## src/rtl/seq_alu.sv

```systemverilog
// Registered multi-cycle ALU: eight single-cycle ops plus iterative unsigned MUL/DIVU/REMU.
// Operands are taken on a start/busy/done handshake; result and flags hold until next done.
module seq_alu #(
  parameter int unsigned DATA_WIDTH = 16
) (
  input  logic                  clk,
  input  logic                  rst_n,
  input  logic                  start,
  input  logic [3:0]            op,
  input  logic [DATA_WIDTH-1:0] a,
  input  logic [DATA_WIDTH-1:0] b,
  output logic                  busy,
  output logic                  done,
  output logic [DATA_WIDTH-1:0] result,
  output logic                  C,
  output logic                  L,
  output logic                  F,
  output logic                  Z,
  output logic                  N
);

  localparam int unsigned W  = DATA_WIDTH;
  localparam int unsigned SW = $clog2(DATA_WIDTH);

  localparam logic [3:0] OpAdd  = 4'd0;
  localparam logic [3:0] OpSub  = 4'd1;
  localparam logic [3:0] OpAnd  = 4'd2;
  localparam logic [3:0] OpOr   = 4'd3;
  localparam logic [3:0] OpXor  = 4'd4;
  localparam logic [3:0] OpNot  = 4'd5;
  localparam logic [3:0] OpLsh  = 4'd6;
  localparam logic [3:0] OpAsh  = 4'd7;
  localparam logic [3:0] OpMul  = 4'd8;
  localparam logic [3:0] OpDivu = 4'd9;
  localparam logic [3:0] OpRemu = 4'd10;

  localparam logic [SW:0] CntInit = DATA_WIDTH[SW:0];
  localparam logic [SW:0] CntOne  = {{SW{1'b0}}, 1'b1};

  typedef enum logic {StIdle, StRun} state_e;

  state_e        r_state, w_state_nxt;
  logic [SW:0]   r_cnt;
  logic [3:0]    r_op;
  logic [W-1:0]  r_acc, r_lo, r_opnd;
  logic [W-1:0]  r_result;
  logic          r_done, r_c, r_l, r_f, r_z, r_n;

  logic          w_accept, w_iter_op, w_last;

  // ---------------------------------------------------------------------------
  // Single-cycle datapath
  // ---------------------------------------------------------------------------
  logic [W:0]    w_sum, w_diff;
  logic [SW-1:0] w_amt;
  logic [W-1:0]  w_shl, w_shr, w_sar;
  logic [W-1:0]  w_alu_res;
  logic          w_alu_c, w_alu_l, w_alu_f, w_alu_n;

  assign w_sum  = {1'b0, a} + {1'b0, b};
  assign w_diff = {1'b0, a} - {1'b0, b};
  // Low bits of |b| only depend on the low bits of b in two's complement.
  assign w_amt  = b[W-1] ? (~b[SW-1:0] + 1'b1) : b[SW-1:0];
  assign w_shl  = a << w_amt;
  assign w_shr  = a >> w_amt;
  assign w_sar  = $signed(a) >>> w_amt;

  always_comb begin
    w_alu_res = '0;
    w_alu_c   = 1'b0;
    w_alu_l   = 1'b0;
    w_alu_f   = 1'b0;
    w_alu_n   = 1'b0;
    case (op)
      OpAdd: begin
        w_alu_res = w_sum[W-1:0];
        w_alu_c   = w_sum[W];
        w_alu_f   = (a[W-1] == b[W-1]) && (w_sum[W-1] != a[W-1]);
      end
      OpSub: begin
        w_alu_res = w_diff[W-1:0];
        w_alu_c   = w_diff[W];
        w_alu_l   = w_diff[W];
        w_alu_f   = (a[W-1] != b[W-1]) && (w_diff[W-1] != a[W-1]);
        w_alu_n   = ((a[W-1] == b[W-1]) && w_diff[W-1]) || (a[W-1] && !b[W-1]);
      end
      OpAnd:   w_alu_res = a & b;
      OpOr:    w_alu_res = a | b;
      OpXor:   w_alu_res = a ^ b;
      OpNot:   w_alu_res = ~a;
      OpLsh:   w_alu_res = b[W-1] ? w_shr : w_shl;
      OpAsh:   w_alu_res = b[W-1] ? w_sar : w_shl;
      default: w_alu_res = '0;
    endcase
  end

  // ---------------------------------------------------------------------------
  // Iterative datapath: r_acc/r_lo form the product (MUL) or remainder/quotient (DIV)
  // ---------------------------------------------------------------------------
  logic [W:0]   w_madd, w_rsh;
  logic [W-1:0] w_rsub;
  logic         w_ge;
  logic [W-1:0] w_step_acc, w_step_lo;
  logic [W-1:0] w_fin_res;
  logic         w_fin_c, w_fin_f;

  assign w_madd = {1'b0, r_acc} + (r_lo[0] ? {1'b0, r_opnd} : '0);
  assign w_rsh  = {r_acc, r_lo[W-1]};
  assign w_ge   = w_rsh >= {1'b0, r_opnd};
  // When w_ge holds, the true difference fits in W bits.
  assign w_rsub = w_rsh[W-1:0] - r_opnd;

  always_comb begin
    if (r_op == OpMul) begin
      w_step_acc = w_madd[W:1];
      w_step_lo  = {w_madd[0], r_lo[W-1:1]};
    end else begin
      w_step_acc = w_ge ? w_rsub : w_rsh[W-1:0];
      w_step_lo  = {r_lo[W-2:0], w_ge};
    end
  end

  always_comb begin
    w_fin_res = (r_op == OpRemu) ? w_step_acc : w_step_lo;
    w_fin_c   = (r_op == OpMul) && (w_step_acc != '0);
    w_fin_f   = (r_op != OpMul) && (r_opnd == '0);
  end

  // ---------------------------------------------------------------------------
  // Control FSM
  // ---------------------------------------------------------------------------
  assign w_accept  = (r_state == StIdle) && start;
  assign w_iter_op = (op == OpMul) || (op == OpDivu) || (op == OpRemu);
  assign w_last    = (r_cnt == CntOne);

  always_ff @(posedge clk or negedge rst_n) begin
    if (!rst_n) r_state <= StIdle;
    else        r_state <= w_state_nxt;
  end

  always_comb begin
    w_state_nxt = r_state;
    case (r_state)
      StIdle:  if (w_accept && w_iter_op) w_state_nxt = StRun;
      StRun:   if (w_last) w_state_nxt = StIdle;
      default: w_state_nxt = StIdle;
    endcase
  end

  always_comb begin
    busy = (r_state == StRun);
  end

  // ---------------------------------------------------------------------------
  // Operand, step and result registers
  // ---------------------------------------------------------------------------
  always_ff @(posedge clk or negedge rst_n) begin
    if (!rst_n) begin
      r_cnt    <= '0;
      r_op     <= '0;
      r_acc    <= '0;
      r_lo     <= '0;
      r_opnd   <= '0;
      r_result <= '0;
      r_done   <= 1'b0;
      r_c      <= 1'b0;
      r_l      <= 1'b0;
      r_f      <= 1'b0;
      r_z      <= 1'b0;
      r_n      <= 1'b0;
    end else begin
      r_done <= 1'b0;
      if (w_accept) begin
        if (w_iter_op) begin
          r_op   <= op;
          r_cnt  <= CntInit;
          r_acc  <= '0;
          r_lo   <= (op == OpMul) ? b : a;
          r_opnd <= (op == OpMul) ? a : b;
        end else begin
          r_result <= w_alu_res;
          r_c      <= w_alu_c;
          r_l      <= w_alu_l;
          r_f      <= w_alu_f;
          r_z      <= (w_alu_res == '0);
          r_n      <= w_alu_n;
          r_done   <= 1'b1;
        end
      end else if (r_state == StRun) begin
        r_acc <= w_step_acc;
        r_lo  <= w_step_lo;
        r_cnt <= r_cnt - 1'b1;
        if (w_last) begin
          r_result <= w_fin_res;
          r_c      <= w_fin_c;
          r_l      <= 1'b0;
          r_f      <= w_fin_f;
          r_z      <= (w_fin_res == '0);
          r_n      <= 1'b0;
          r_done   <= 1'b1;
        end
      end
    end
  end

  assign done   = r_done;
  assign result = r_result;
  assign C      = r_c;
  assign L      = r_l;
  assign F      = r_f;
  assign Z      = r_z;
  assign N      = r_n;

endmodule
```

## config.mk

```make
export PLATFORM = sky130hd
export DESIGN_NAME = seq_alu
export DESIGN_NICKNAME = d
export VERILOG_FILES = /design/src/rtl/seq_alu.sv
export SDC_FILE = /design/constraint.sdc
export NUM_CORES = 1
export LEC_CHECK = 0
export CAP_MARGIN = 10
export CORE_MARGIN = 3
export CORE_UTILIZATION = 25
export DETAILED_ROUTE_END_ITERATION = 7
export PLACE_DENSITY = 0.36
export SLEW_MARGIN = 30
export SYNTH_ARGS = -nofsm -noshare
export SYNTH_HDL_FRONTEND = slang
export SYNTH_SLANG_ARGS = --single-unit
```

## constraint.sdc

```tcl
create_clock -name clk -period 6.32 [get_ports clk]
set_input_delay 0.948 -clock clk [delete_from_list [all_inputs] [get_ports clk]]
set_output_delay 0.948 -clock clk [all_outputs]
set_load 0.005 [all_outputs]
```

==> impl_metrics.json <==
{
  "min_period_ps": 5400,
  "synth.cell_area_um2": 10700,
  "ys_types": 91,
  "clkTransAtPathRegs_ps": 70,
  "routabilityCongestion": 0.917,
  "cts.repair.resized": 0,
  "wl_per_cell_um": 25.5,
  "vias": 11300,
  "fp-row-count": 75,
  "drive_gt1_share_pct": 7.44,
  "clock_sinks": 80,
  "n_antenna_cell": 0,
  "period_share_pct": 85.5,
  "final_common_cell": "nand2_1",
  "criticalPathCategory": "in -> reg",
  "hp-class": "reg -> reg",
  "initial_core_util_pct": 25.4,
  "ctsHoldBuffers": 0,
  "synth.avg_cell_area_um2": 7.43,
  "drt_iter0_markers": 1019,
  "mostFrequentLayoutCells": "219 x nand2_1, 102 x o21ai_0, 96 x nor2_1",
  "fill_cells": 4624,
  "finalClockSkew_ps": 11.1,
  "postCtsSetupBuffers": 0,
  "crit_path_end_kind": "register",
  "synth_seq_cells": 80,
  "nNetsFinal": 1578,
  "outcome": "complete, no violations",
  "io_pins": 62,
  "max-cap-violations": 0,
  "htree_levels": 3,
  "drc": 0,
  "antenna_found_initial": 0,
  "syn_to_final_growth_pct": 14.0,
  "synth_fp_nets": 1574,
  "post-route-util_pct": 29.0,
  "dpl_worst_slack_ps": 647,
  "root_buffer": "clkbuf_16",
  "drtPass1Iterations": 5,
  "cts_tree": "done",
  "leakage_uw": 0.00503,
  "avgViaCountPerCell": 5.69,
  "rsz0062_at_grt": "no",
  "setup_tns_ps": 0,
  "core_um2": 42100,
  "grt_max_degree": 42,
  "hpwl_um": 40300,
  "ys_seq_area_share_pct": 18.7,
  "ys_warn_count": 0,
  "clk_path_buf_depth": 2,
  "setup_ws_ps": 916,
  "grt_overflow": 0,
  "async_flop_share_pct": 100,
  "final_max_slew_viol_count": 0,
  "tightest_slew_ps": 1040,
  "power_density_nw_per_um2": 447,
  "drtAntennaViolNets": 0,
  "io_buffers": 61,
  "synth_edf_count": 0,
  "setup_viol": 0,
  "fmax_mhz": 185,
  "critPathLaunchType": "input pin",
  "die_h_um": 213,
  "cts-buffers-inserted": 9,
  "dieArea_um2": 45400,
  "synth_top_flop_cell": "dfrtp_1",
  "worstPathMaxFanout": 9,
  "cp.arrival_ps": 5710,
  "grt_usage_pct": 22.2,
  "final-hold-violation-count": 0,
  "slew-limit-headroom_pct": 29.6,
  "grt_pass1_wl_um": 75000,
  "routed_wl_um": 50800,
  "die_x_um": 213,
  "vdd_drop_max_mv": 0.165,
  "clk_latency_ps": 370,
  "grt_pass1_vias": 10800,
  "netlist_instances": 1443,
  "required_ps": 6630
}
==> stage by stage <==
step	power [uW]	hold slack, ps	area, um^2	std cells
2_1_floorplan	3530	455	10700	1443
3_3_place_gp	4910	451	11900	1975
3_5_place_dp	4900	461	11900	1975
4_1_cts	5470	478	12200	1991
5_1_grt	5900	504	12200	1991
6_report	5460	469	12200	1991
==> layout make-up <==
| cell class | count | area (um^2) | area share, % |
|---|---|---|---|
| multi-input cells | 1184 | 8100 | 66.3 |
| flip-flops and latches | 80 | 2000 | 16.4 |
| repair buffers | 97 | 873 | 7.15 |
| well taps | 539 | 674 | 5.52 |
| inverters | 75 | 282 | 2.30 |
| clock buffers | 12 | 267 | 2.18 |
| clock inverters | 4 | 26.3 | 0.215 |
==> final timing paths <==
path	startpoint	end	slack [ps]	cells after the start
max in group asynchronous	rst_n	result[8]	4720	2
min in group asynchronous	rst_n	r_opnd[9]	570	1
min	result[10]	result[10]	470	2
min reg2reg	result[10]	result[10]	470	2
max reg2reg	r_opnd[9]	C	1570	13
max	b[2]	Z	920	18
==> report_power, final <==
group          internal, uW  switching, uW  total (uW)
clock network           299            252         551
logic                  1440           2440        3870
registers               744            292        1040
total                  2480           2980        5460
==> synth_stat cells (9+ instances only) <==
library cell	instances	share of area, %
xnor2_1	29	2.4
a22oi_1	14	0.98
a21oi_1	88	4.1
a211oi_1	19	1.3
o21a_1	13	0.91
o221ai_1	12	0.98
clkbuf_1	83	2.9
o21ai_0	102	4.8
a31oi_1	21	1.2
mux2i_1	35	3.3
nand2b_1	15	0.88
a221o_1	9	0.84
o211ai_1	31	2.2
xor2_1	10	0.82
ha_1	87	10
nor2b_1	19	1.1
o22ai_1	16	0.93
and2_1	23	1.3
buf_1	12	0.42
a21o_1	11	0.77
nor4_1	18	1.1
inv_1	71	2.5
or3_1	11	0.64
mux4_2	18	3.8
o21ai_1	15	0.70
o31ai_1	13	0.91
dfrtp_1	80	19
nor2_1	98	3.4
nand2_1	219	7.7
nand3_1	38	1.8
a221oi_1	9	0.74
nor3_1	33	1.5
==> layer usage <==
layer,wire (um),track usage [%],vias to the layer above
met4,891,5.21,0
met2,21500,32.2,338
li1,-,-,5336
met3,2400,2.56,28
met1,26100,34.8,5623
met5,0,0,-
==> worst max-delay path, stage by stage <==
cell,delay (ps)
clkdlybuf4s50_1,480
clkinv_1,310
ha_1,580
a221oi_1,200
o211a_1,300
o41ai_1,730
o21a_1,210
o21bai_1,100
a21oi_1,170
o21bai_1,100
fa_1,480
a221oi_1,290
o311ai_0,170
nor2_1,180
nand2_1,60
and4b_1,230
nand4b_1,90
nand3_1,80
==> cells by family after synthesis <==
group,synth area share [%]
compound gates,29.4
xor+xnor,3.19
fa+ha+maj,11.1
buf+inv,6.55
flops,18.7
mux,7.89
simple gates,23.2
==> state kept, by name (all words and copies together) (netlist names) <==
| name | cells |
|---|---|
| r_lo | 16 |
| L | 1 |
| r_op | 4 |
| result | 16 |
| Z | 1 |
| r_acc | 16 |
| r_cnt | 5 |
| done | 1 |
| r_opnd | 16 |
| busy | 1 |
| N | 1 |
| F | 1 |
| C | 1 |
Note: power is estimated with default switching activity, not from simulation.
